--- src/rtl/i2c_seq_pkg.sv ---
// Shared types for the I2C command sequencer: FSM states, command and
// response entries, and operation encodings.
package i2c_seq_pkg;

  // Sequencer FSM states
  typedef enum logic [1:0] {
    IDLE      = 2'd0,
    ISSUE     = 2'd1,
    WAIT_DONE = 2'd2,
    RESP      = 2'd3
  } state_t;

  // Operation encodings carried in cmd_op / rsp_op
  localparam logic OP_WR = 1'b0;
  localparam logic OP_RD = 1'b1;

  // One queued command as accepted from the producer
  typedef struct packed {
    logic       op;
    logic [6:0] addr;
    logic [7:0] data;
  } cmd_t;

  // One completed command as returned to the consumer
  typedef struct packed {
    logic       op;
    logic [6:0] addr;
    logic [7:0] data;
    logic       ack_err;
    logic       timeout;
  } rsp_t;

  localparam int CMD_W = $bits(cmd_t);
  localparam int RSP_W = $bits(rsp_t);

endpackage

--- src/rtl/i2c_sync_fifo.sv ---
// Small first-word-fall-through FIFO used for both the command and the
// response queues. The head entry is always visible on dout; in_ready is a
// registered not-full flag that stays low while reset is asserted.
module i2c_sync_fifo #(
  parameter int WIDTH = 16,
  parameter int DEPTH = 4
) (
  input  logic                       clk,
  input  logic                       rst,
  input  logic                       push,
  input  logic [WIDTH-1:0]           din,
  input  logic                       pop,
  output logic [WIDTH-1:0]           dout,
  output logic                       in_ready,
  output logic                       full,
  output logic                       empty,
  output logic [$clog2(DEPTH+1)-1:0] count
);

  localparam int PTR_W = $clog2(DEPTH);
  localparam int CNT_W = $clog2(DEPTH + 1);

  logic [WIDTH-1:0] mem [DEPTH];
  logic [PTR_W-1:0] wr_ptr_reg;
  logic [PTR_W-1:0] rd_ptr_reg;
  logic [CNT_W-1:0] count_reg;
  logic [CNT_W-1:0] count_next;
  logic             in_ready_reg;
  logic             do_push;
  logic             do_pop;

  // A push is only honoured while ready, a pop only while data is present
  assign do_push = push & in_ready_reg;
  assign do_pop  = pop & (count_reg != '0);

  // Occupancy after this cycle's push/pop
  always_comb begin
    count_next = count_reg;
    case ({do_push, do_pop})
      2'b10:   count_next = count_reg + 1'b1;
      2'b01:   count_next = count_reg - 1'b1;
      default: count_next = count_reg;
    endcase
  end

  // Storage array; left unreset so it maps onto plain memory
  always_ff @(posedge clk) begin
    if (do_push) begin
      mem[wr_ptr_reg] <= din;
    end
  end

  // Pointers, occupancy and the registered ready flag
  always_ff @(posedge clk or posedge rst) begin
    if (rst) begin
      wr_ptr_reg   <= '0;
      rd_ptr_reg   <= '0;
      count_reg    <= '0;
      in_ready_reg <= 1'b0;
    end else begin
      if (do_push) begin
        wr_ptr_reg <= wr_ptr_reg + 1'b1;
      end
      if (do_pop) begin
        rd_ptr_reg <= rd_ptr_reg + 1'b1;
      end
      count_reg    <= count_next;
      in_ready_reg <= (count_next != CNT_W'(DEPTH));
    end
  end

  assign dout     = mem[rd_ptr_reg];
  assign in_ready = in_ready_reg;
  assign full     = (count_reg == CNT_W'(DEPTH));
  assign empty    = (count_reg == '0);
  assign count    = count_reg;

endmodule

--- src/rtl/i2c_cmd_sequencer.sv ---
// Command front-end for the I2C master: queues write/read commands, issues
// them one at a time with a fixed-width newd pulse, waits for the master's
// done edge and returns one response per command through a response queue.
// Optional watchdog: define I2C_SEQ_TIMEOUT_EN to abort a command that has
// not completed TIMEOUT_CYCLES cycles after it was issued.
module i2c_cmd_sequencer
  import i2c_seq_pkg::*;
#(
  parameter int CMD_DEPTH      = 4,
  parameter int RSP_DEPTH      = 4,
  parameter int NEWD_HOLD      = 5,
  parameter int TIMEOUT_CYCLES = 100000
) (
  input  logic                           clk,
  input  logic                           rst,
  input  logic                           cmd_valid,
  output logic                           cmd_ready,
  input  logic                           cmd_op,
  input  logic [6:0]                     cmd_addr,
  input  logic [7:0]                     cmd_data,
  output logic                           rsp_valid,
  input  logic                           rsp_ready,
  output logic                           rsp_op,
  output logic [6:0]                     rsp_addr,
  output logic [7:0]                     rsp_data,
  output logic                           rsp_ack_err,
  output logic                           rsp_timeout,
  output logic                           i2c_newd,
  output logic                           i2c_op,
  output logic [6:0]                     i2c_addr,
  output logic [7:0]                     i2c_din,
  input  logic [7:0]                     i2c_dout,
  input  logic                           i2c_busy,
  input  logic                           i2c_ack_err,
  input  logic                           i2c_done,
  output logic [$clog2(CMD_DEPTH+1)-1:0] cmd_count,
  output logic                           idle
);

  localparam int HOLD_W = (NEWD_HOLD > 1) ? $clog2(NEWD_HOLD) : 1;
  localparam logic [HOLD_W-1:0] HOLD_LAST = HOLD_W'(NEWD_HOLD - 1);

  state_t              state_reg;
  cmd_t                inflight_reg;
  logic                newd_reg;
  logic [HOLD_W-1:0]   hold_cnt_reg;
  logic [7:0]          rsp_data_reg;
  logic                rsp_ack_err_reg;
  logic                rsp_timeout_reg;
  logic                done_q_reg;
  logic                done_rise;
  logic                timeout_hit;

  cmd_t                cmd_in;
  cmd_t                cmd_head;
  logic                cmd_push;
  logic                cmd_pop;
  logic                cmd_empty;
  logic                unused_cmd_full;

  rsp_t                rsp_in;
  rsp_t                rsp_head;
  rsp_t                rsp_view;
  logic                rsp_push;
  logic                rsp_pop;
  logic                rsp_empty;
  logic                rsp_full;
  logic                unused_rsp_in_ready;
  logic [$clog2(RSP_DEPTH+1)-1:0] unused_rsp_count;

  // ---------------------------------------------------------------------
  // Command queue
  // ---------------------------------------------------------------------
  assign cmd_in   = {cmd_op, cmd_addr, cmd_data};
  assign cmd_push = cmd_valid & cmd_ready;

  // Start a command only when the master is free and its response is
  // guaranteed a slot; nothing is in flight while the FSM sits in IDLE.
  assign cmd_pop = (state_reg == IDLE) & ~cmd_empty & ~rsp_full & ~i2c_busy;

  i2c_sync_fifo #(
    .WIDTH (CMD_W),
    .DEPTH (CMD_DEPTH)
  ) u_cmd_fifo (
    .clk      (clk),
    .rst      (rst),
    .push     (cmd_push),
    .din      (cmd_in),
    .pop      (cmd_pop),
    .dout     (cmd_head),
    .in_ready (cmd_ready),
    .full     (unused_cmd_full),
    .empty    (cmd_empty),
    .count    (cmd_count)
  );

  // ---------------------------------------------------------------------
  // Response queue
  // ---------------------------------------------------------------------
  assign rsp_push = (state_reg == RESP);
  assign rsp_in   = {inflight_reg.op, inflight_reg.addr, rsp_data_reg,
                     rsp_ack_err_reg, rsp_timeout_reg};
  assign rsp_pop  = rsp_valid & rsp_ready;

  i2c_sync_fifo #(
    .WIDTH (RSP_W),
    .DEPTH (RSP_DEPTH)
  ) u_rsp_fifo (
    .clk      (clk),
    .rst      (rst),
    .push     (rsp_push),
    .din      (rsp_in),
    .pop      (rsp_pop),
    .dout     (rsp_head),
    .in_ready (unused_rsp_in_ready),
    .full     (rsp_full),
    .empty    (rsp_empty),
    .count    (unused_rsp_count)
  );

  // Outputs read zero while the queue is empty so stale storage never leaks
  assign rsp_valid   = ~rsp_empty;
  assign rsp_view    = rsp_empty ? '0 : rsp_head;
  assign rsp_op      = rsp_view.op;
  assign rsp_addr    = rsp_view.addr;
  assign rsp_data    = rsp_view.data;
  assign rsp_ack_err = rsp_view.ack_err;
  assign rsp_timeout = rsp_view.timeout;

  // ---------------------------------------------------------------------
  // Master completion edge
  // ---------------------------------------------------------------------
  // Delayed copy of done so that only its rising edge ends a command
  always_ff @(posedge clk or posedge rst) begin
    if (rst) begin
      done_q_reg <= 1'b0;
    end else begin
      done_q_reg <= i2c_done;
    end
  end

  assign done_rise = i2c_done & ~done_q_reg;

  // ---------------------------------------------------------------------
  // Watchdog
  // ---------------------------------------------------------------------
`ifdef I2C_SEQ_TIMEOUT_EN
  logic [31:0] wdog_reg;
  logic        in_flight;

  assign in_flight = (state_reg == ISSUE) | (state_reg == WAIT_DONE);

  // Counts cycles since the command left IDLE; cleared whenever not in flight
  always_ff @(posedge clk or posedge rst) begin
    if (rst) begin
      wdog_reg <= '0;
    end else if (in_flight) begin
      wdog_reg <= wdog_reg + 32'd1;
    end else begin
      wdog_reg <= '0;
    end
  end

  assign timeout_hit = in_flight & (wdog_reg == 32'(TIMEOUT_CYCLES - 1));
`else
  logic [31:0] unused_timeout_cfg;

  assign unused_timeout_cfg = 32'(TIMEOUT_CYCLES);
  assign timeout_hit        = 1'b0;
`endif

  // ---------------------------------------------------------------------
  // Issue / wait / respond FSM with registered master-side outputs
  // ---------------------------------------------------------------------
  // One command at a time: pulse newd, wait for done (or watchdog), queue the response
  always_ff @(posedge clk or posedge rst) begin
    if (rst) begin
      state_reg       <= IDLE;
      inflight_reg    <= '0;
      newd_reg        <= 1'b0;
      hold_cnt_reg    <= '0;
      rsp_data_reg    <= '0;
      rsp_ack_err_reg <= 1'b0;
      rsp_timeout_reg <= 1'b0;
    end else begin
      case (state_reg)
        IDLE: begin
          if (cmd_pop) begin
            inflight_reg    <= cmd_head;
            newd_reg        <= 1'b1;
            hold_cnt_reg    <= '0;
            // Writes echo their own data; reads overwrite this on completion
            rsp_data_reg    <= (cmd_head.op == OP_RD) ? 8'h00 : cmd_head.data;
            rsp_ack_err_reg <= 1'b0;
            rsp_timeout_reg <= 1'b0;
            state_reg       <= ISSUE;
          end
        end

        ISSUE: begin
          if (done_rise) begin
            // Master finished before the pulse ended: cut newd short
            newd_reg        <= 1'b0;
            rsp_ack_err_reg <= i2c_ack_err;
            if (inflight_reg.op == OP_RD) begin
              rsp_data_reg <= i2c_dout;
            end
            state_reg <= RESP;
          end else if (timeout_hit) begin
            newd_reg        <= 1'b0;
            rsp_data_reg    <= 8'h00;
            rsp_ack_err_reg <= 1'b1;
            rsp_timeout_reg <= 1'b1;
            state_reg       <= RESP;
          end else if (hold_cnt_reg == HOLD_LAST) begin
            newd_reg  <= 1'b0;
            state_reg <= WAIT_DONE;
          end else begin
            hold_cnt_reg <= hold_cnt_reg + 1'b1;
          end
        end

        WAIT_DONE: begin
          if (done_rise) begin
            rsp_ack_err_reg <= i2c_ack_err;
            if (inflight_reg.op == OP_RD) begin
              rsp_data_reg <= i2c_dout;
            end
            state_reg <= RESP;
          end else if (timeout_hit) begin
            rsp_data_reg    <= 8'h00;
            rsp_ack_err_reg <= 1'b1;
            rsp_timeout_reg <= 1'b1;
            state_reg       <= RESP;
          end
        end

        RESP: begin
          // The response entry is pushed during this state
          state_reg <= IDLE;
        end

        default: begin
          state_reg <= IDLE;
          newd_reg  <= 1'b0;
        end
      endcase
    end
  end

  assign i2c_newd = newd_reg;
  assign i2c_op   = inflight_reg.op;
  assign i2c_addr = inflight_reg.addr;
  assign i2c_din  = inflight_reg.data;

  assign idle = (state_reg == IDLE) & cmd_empty;

endmodule

--- config.mk ---
export PLATFORM = sky130hd
export DESIGN_NAME = i2c_cmd_sequencer
export DESIGN_NICKNAME = d
export VERILOG_FILES = /design/src/rtl/i2c_seq_pkg.sv /design/src/rtl/i2c_sync_fifo.sv /design/src/rtl/i2c_cmd_sequencer.sv
export SDC_FILE = /design/constraint.sdc
export NUM_CORES = 1
export LEC_CHECK = 0
export ABC_AREA = 1
export CELL_PAD_IN_SITES_DETAIL_PLACEMENT = 1
export CELL_PAD_IN_SITES_GLOBAL_PLACEMENT = 1
export CORE_MARGIN = 3
export CORE_UTILIZATION = 45
export CTS_CLUSTER_DIAMETER = 30
export DETAILED_ROUTE_END_ITERATION = 8
export PLACE_DENSITY_LB_ADDON = 0.15
export SYNTH_ARGS = -nofsm -noshare
export SYNTH_HDL_FRONTEND = slang
export SYNTH_SLANG_ARGS = --single-unit
--- constraint.sdc ---
create_clock -name clk -period 3.15 [get_ports clk]
set_input_delay 0.315 -clock clk [delete_from_list [all_inputs] [get_ports clk]]
set_output_delay 0.315 -clock clk [all_outputs]
set_load 0.01 [all_outputs]
==> results of run 1 <==
-- critical path, cell delays in order, from the launching register on --
cell	delay, ns
dfrtp_1	0.35
clkinv_1	0.46
nor2_1	0.24
o21ai_0	0.13
a21oi_1	0.24
clkdlybuf4s50_1	0.58
-- per-stage QoR --
step	total power, W	worst slack, ns	cells
after floorplan	0.00585	0.662	693
after global placement	0.00715	0.751	970
after detailed placement	0.00738	0.601	970
after CTS	0.00950	0.334	1002
after global routing	0.0100	0.210	1002
final	0.00937	0.420	1002
-- layout make-up --
type	count	share of cell area
tap	216	0.0295
inverter	69	0.0283
clock inverter	14	0.0164
clock buffer	18	0.0469
timing repair buffer	88	0.0913
sequential	180	0.564
multi-input combinational	417	0.223
-- cells by family after synthesis --
family          share of synthesized area
buf+inv                            0.0532
flops                               0.678
simple gates                        0.159
xor+xnor                           0.0127
other cells                      0.000492
fa+ha+maj                          0.0332
compound gates                     0.0628
-- cell usage in the layout, fill, tap and decap left out, types with 6 or more instances in the layout --
| cell | count |
|---|---|
| a21oi_1 | 21 |
| edfxtp_1 | 132 |
| buf_4 | 18 |
| nand2_1 | 159 |
| nand3_1 | 29 |
| inv_2 | 6 |
| clkbuf_16 | 17 |
| o21ai_0 | 57 |
| ha_1 | 17 |
| nor2_1 | 98 |
| xor2_1 | 7 |
| inv_1 | 62 |
| o22ai_1 | 7 |
| dfrtp_1 | 48 |
| clkdlybuf4s50_1 | 70 |
-- metal layers --
layer | share of wire | global-route usage | vias up
met5 | 0 | 0 | -
met1 | 0.42 | 0.233 | 2573
li1 | - | - | 2439
met2 | 0.55 | 0.382 | 66
met4 | 0.010 | 0.0571 | 0
met3 | 0.023 | 0.0315 | 16
-- how the worst min path moves through the flow --
stage | cells past startpoint | slack, ns | end | start
finish | 2 | 0.34 | i2c_din[2]$_DFFE_PP0P_ | rst
global route | 1 | 0.38 | done_q_reg$_DFF_PP0_ | i2c_done
CTS | 1 | 0.36 | done_q_reg$_DFF_PP0_ | i2c_done
detailed placement | 2 | 0.48 | i2c_din[7]$_DFFE_PP0P_ | i2c_din[7]$_DFFE_PP0P_
global placement | 2 | 0.46 | i2c_din[2]$_DFFE_PP0P_ | i2c_din[2]$_DFFE_PP0P_
floorplan | 0 | 0.35 | done_q_reg$_DFF_PP0_ | i2c_done
-- power breakdown --
group          leakage [nW]  switching, W  internal [W]  total (W)
Sequential             1.79      0.000356       0.00323    0.00359
Combinational          1.68       0.00227       0.00143    0.00371
Clock                 0.273      0.000898       0.00118    0.00207
==> results.ini, run 1 <==
[sta]
setup_tns_ns = 0
rsz0062_at_grt = false
period_needed_ns = 2.73
skew_ns = 0.00884
fmax_ghz = 0.366
setup_viol_count_final = 0
timing.hold.ws_ns = 0.344
relSlewSlack = 0.493
fin_crit_sh = 0.867
slew_violations = 0
final_hold_viol_count = 0
worst_pin_slew_ns = 0.759

[floorplanning]
core_area_um2 = 16200
io_pins = 72
rows = 46
die_w_um = 136
start_util = 0.469
die-area_um2 = 18500
die_h_um = 136

[layout]
largest_register_ffs = 68
reg_top3 = u_rsp_fifo.mem: 68 flops, u_cmd_fifo.mem: 64 flops
drive_above_1_share = 0.0827
syn_to_final_growth_pct = 20.2
nFillCells = 1740
largest_register = u_rsp_fifo.mem
diodes = 0
finish.instance_area_um2 = 9150
nNetsFinal = 823
final_util = 0.564
regArea_um2 = 5160
multi_input_area_um2 = 2040

[critical_path]
cp-startpoint = u_rsp_fifo.rd_ptr_reg[1]$_DFFE_PP0P_
crit_required_ns = 2.83
timing.rr.start = state_reg[0]$_DFFE_PP0P_
ff2ff_path_depth = 13
rrSetupSlack_ns = 0.57
startpoint_type = flop
setup.worst_path.end = rsp_addr[5]
critPathMaxFanout = 18
worstPathArrival_ns = 2.41
worstSetupPathType = flop to primary output
end_kind = primary output
r2r_end = u_cmd_fifo.in_ready$_DFF_PP0_

[route]
routedWlPerCell_um = 17.8
vias = 5094
drt_first_pass_iters = 4
first_iter_violations = 269
ant_nets = 0
wl_um = 17800
avgViaCountPerCell = 5.08
remaining_drc_errors = 0

[clocking]
cts-resized-gates = 0
cts_buffer_depth = 2
cts_tree = done
cts_hold_buf = 0
tritoncts_num_sinks = 180
root_buffer = clkbuf_16
cts_setup_buffers = 0
cts_max_level = 4
path_clk_slew_ns = 0.07
clk_latency_ns = 0.42
numCtsBuffers = 17

[logic_synthesis]
synth_edf_count = 132
avgSynthCellArea_um2 = 11.0
synthCells = 693
synthArstFlopShare = 0.267
yosysMostFrequentCell = nand2_1
yosysTopAreaCellShare = 0.521
synth.distinct_cells = 33
synth-seq-cells = 180
yosysSeqAreaShare = 0.678
synth_area_um2 = 7610
synthTopCellsByArea = edfxtp_1 52%, dfrtp_1 16%, nand2_1 7.8%
synth_nets = 743
ys_top_cells_by_count = 159 x nand2_1, 132 x edfxtp_1, 98 x nor2_1, 63 x inv_1, 57 x o21ai_0
synth_top_area_cell = edfxtp_1
ys_warn_count = 0
synth_top_flop_cell = edfxtp_1

[flow_run]
drv_cap = 0

[worst_hold_path]
min_path_type = primary input to asynchronous set/reset pin

[global_routing]
antenna_found_initial = 0
grt_pass1_vias = 5611
grt_usage = 0.201
grt.overflow.total = 0
grt_max_degree = 35
grt_pass1_wl_um = 28500

[pwr]
power_per_cell_area_nw_per_um2 = 1020
cellLeakagePower_nw = 3.75
ir_drop_v = 0.000458

[place]
place_area_um2 = 8570
portBuffers = 70
dp_hpwl_um = 11800
gp_congestion = 0.765

[status]
status = completed

(Power assumes the default switching activity.)
==> run 2, diff against run 1 <==
--- a/config.mk
+++ b/config.mk
@@ -12,7 +12,9 @@
 export CORE_UTILIZATION = 45
 export CTS_CLUSTER_DIAMETER = 30
 export DETAILED_ROUTE_END_ITERATION = 8
+export GPL_TIMING_DRIVEN = 0
 export PLACE_DENSITY_LB_ADDON = 0.15
+export SKIP_CTS_REPAIR_TIMING = 1
 export SYNTH_ARGS = -nofsm -noshare
 export SYNTH_HDL_FRONTEND = slang
 export SYNTH_SLANG_ARGS = --single-unit
==> run 2 against run 1 <==
  * Core utilization increased by 0.93 points
  * Count of clock-buffer cells in the layout unchanged
  * Die area did not move
  * Register-to-register slack got worse by 0.34 ns
  * Clock power down 3%
  * Critical endpoint is now u_cmd_fifo.in_ready$_DFF_PP0_
==> results.ini, run 2 (synthesis gave the netlist of run 1 again) <==
[sta]
fmax_ghz = 0.343  ; -6.4%
period_needed_ns = 2.92  ; +0.187 ns
slew_violations = 0  ; unchanged
relSlewSlack = 0.473  ; -0.0202
timing.hold.ws_ns = 0.108  ; -0.236 ns
worst_pin_slew_ns = 0.786  ; +0.0271 ns
setup_slack_ns = 0.234  ; -0.187 ns
fin_crit_sh = 0.926  ; +0.0592
setup_tns_ns = 0  ; unchanged
skew_ns = 0.00803  ; -0.000812 ns
final_hold_viol_count = 0  ; unchanged
setup_viol_count_final = 0  ; unchanged

[route]
routedWlPerCell_um = 18.5  ; +4.2%
ant_nets = 0  ; unchanged
top_layer_used = met4
remaining_drc_errors = 0  ; unchanged
first_iter_violations = 263  ; -2.2%
wl_um = 18900  ; +6.1%
avgViaCountPerCell = 5.05  ; -0.74%
wl_met1_um = 7960  ; +7.1%
wl_met3_um = 525  ; +28%
drt_first_pass_iters = 6  ; +2
vias = 5147  ; +1.0%
wl_met2_um = 10100  ; +3.8%

[place]
portBuffers = 70  ; unchanged
place_area_um2 = 8730  ; +1.9%
dp_hpwl_um = 13100  ; +11%
pre_cts_ws_ns = 0.133  ; -0.467 ns
gp_congestion = 0.763  ; -0.25%

[floorplanning]
die_w_um = 136  ; unchanged
start_util = 0.469  ; unchanged
die-area_um2 = 18500  ; unchanged
die_h_um = 136  ; unchanged
rows = 46  ; unchanged
io_pins = 72  ; unchanged
core_area_um2 = 16200  ; unchanged

[pwr]
power_per_cell_area_nw_per_um2 = 1030  ; +0.51%
p_clk_frac = 0.210  ; -0.011
p_seq_frac = 0.376  ; -0.007
p_comb_frac = 0.414  ; +0.018
ir_drop_v = 0.000487  ; +6.4%
power_switching_w = 0.00370  ; +5.0%
power.internal_w = 0.00587  ; +0.47%
cellLeakagePower_nw = 3.80  ; +1.5%
swShare = 0.387  ; +0.0103

[layout]
largest_register = u_rsp_fifo.mem
reg_top3 = u_rsp_fifo.mem: 68 flops, u_cmd_fifo.mem: 64 flops
finish.instance_area_um2 = 9310  ; +1.7%
nFillCells = 1758  ; +1.0%
drive_above_1_share = 0.106  ; +0.0230
syn_to_final_growth_pct = 22.2
final_common_cell = nand2_1
nNetsFinal = 841  ; +2.2%
final_cell_mix = 159 x nand2_1, 132 x edfxtp_1, 90 x nor2_1
largest_register_ffs = 68  ; unchanged
final_util = 0.573  ; +0.00933
diodes = 0  ; unchanged

[clocking]
root_buffer = clkbuf_16
cts_max_level = 4  ; unchanged
numCtsBuffers = 17  ; unchanged
clk_latency_ns = 0.43  ; about the same
cts_buffer_depth = 2  ; unchanged
cts_tree = done
tritoncts_num_sinks = 180  ; unchanged
path_clk_slew_ns = 0.07  ; about the same

[critical_path]
critPathMaxFanout = 10  ; -8
worstSetupPathType = flop to flop
worstPathArrival_ns = 3.22  ; +0.81 ns
crit_required_ns = 3.46  ; +0.63 ns
startpoint_type = flop
end_kind = flop

[global_routing]
grt_max_degree = 42  ; +20%
grt_pass1_wl_um = 30100  ; +5.8%
grt_usage = 0.216  ; +0.0153
antenna_found_initial = 0  ; unchanged
grt.overflow.total = 0  ; unchanged
grt_pass1_vias = 5584  ; -0.48%

[worst_hold_path]
min_path_type = primary input to asynchronous set/reset pin

[status]
status = completed

[flow_run]
drv_cap = 0  ; unchanged

run 2: cell count changes in the layout (fill, tap and decap cells not counted), sizes merged:
| cell | delta |
|---|---|
| buf | +10 |
| bufinv | -1 |
| clkbuf | +8 |
| inv | +1 |
run 2: metal layers:
| metal | vias to the layer above | GRT usage |
|---|---|---|
| li1 | 2479 | - |
| met1 | 2559 | 0.262 |
| met2 | 90 | 0.394 |
| met3 | 19 | 0.0329 |
| met4 | 0 | 0.0733 |
| met5 | - | 0 |
run 2: per-stage QoR:
step	instances	total power [W]
finish	1020	0.00957
global route	1020	0.0102
CTS	1020	0.00964
detailed placement	988	0.00757
global placement	979	0.00726
floorplan	693	0.00585
run 2: final cells by class:
class                           count  area, um^2  share of cell area
Sequential cell                   180        5160               0.555
Multi-Input combinational cell    417        2080               0.223
Timing Repair Buffer               79         830              0.0891
Clock buffer                       18         429              0.0461
Tap cell                          216         270              0.0290
Inverter                           69         263              0.0282
Buffer                             27         146              0.0157
Clock inverter                     14         125              0.0134
run 2: power by group through the flow:
stage / Sequential (W) / Clock (W) / Combinational, W
after floorplan: 0.00357 / 0 / 0.00228
after global placement: 0.00359 / 0 / 0.00367
after detailed placement: 0.00364 / 0 / 0.00393
after CTS: 0.00360 / 0.00205 / 0.00399
after global routing: 0.00366 / 0.00215 / 0.00443
final: 0.00359 / 0.00201 / 0.00396
run 2: worst max-delay path: stages (launching register included):
cell and delay, ns:
dfrtp_1 0.43, inv_1 0.19, ha_4 0.22, inv_2 0.07, nor2_4 0.10, nand3_4 0.13, inv_2 0.15, buf_4 0.21
ha_1 0.17, inv_1 0.08, fa_1 0.41, a21oi_1 0.20, o21ai_0 0.16, xor2_1 0.20, nand2_1 0.08
run 2: final timing paths:
kind | start | endpoint | slack [ns] | cells past startpoint
worst max-delay path | state_reg[0]$_DFFE_PP0P_ | u_cmd_fifo.in_ready$_DFF_PP0_ | 0.23 | 14
worst min-delay path | rst | i2c_din[5]$_DFFE_PP0P_ | 0.11 | 2
worst max register to register | state_reg[0]$_DFFE_PP0P_ | u_cmd_fifo.in_ready$_DFF_PP0_ | 0.23 | 14
worst min register to register | i2c_din[6]$_DFFE_PP0P_ | i2c_din[6]$_DFFE_PP0P_ | 0.48 | 2
max in group asynchronous | rst | i2c_op$_DFFE_PP0P_ | 2.55 | 3
min in group clk | i2c_done | done_q_reg$_DFF_PP0_ | 0.35 | 1
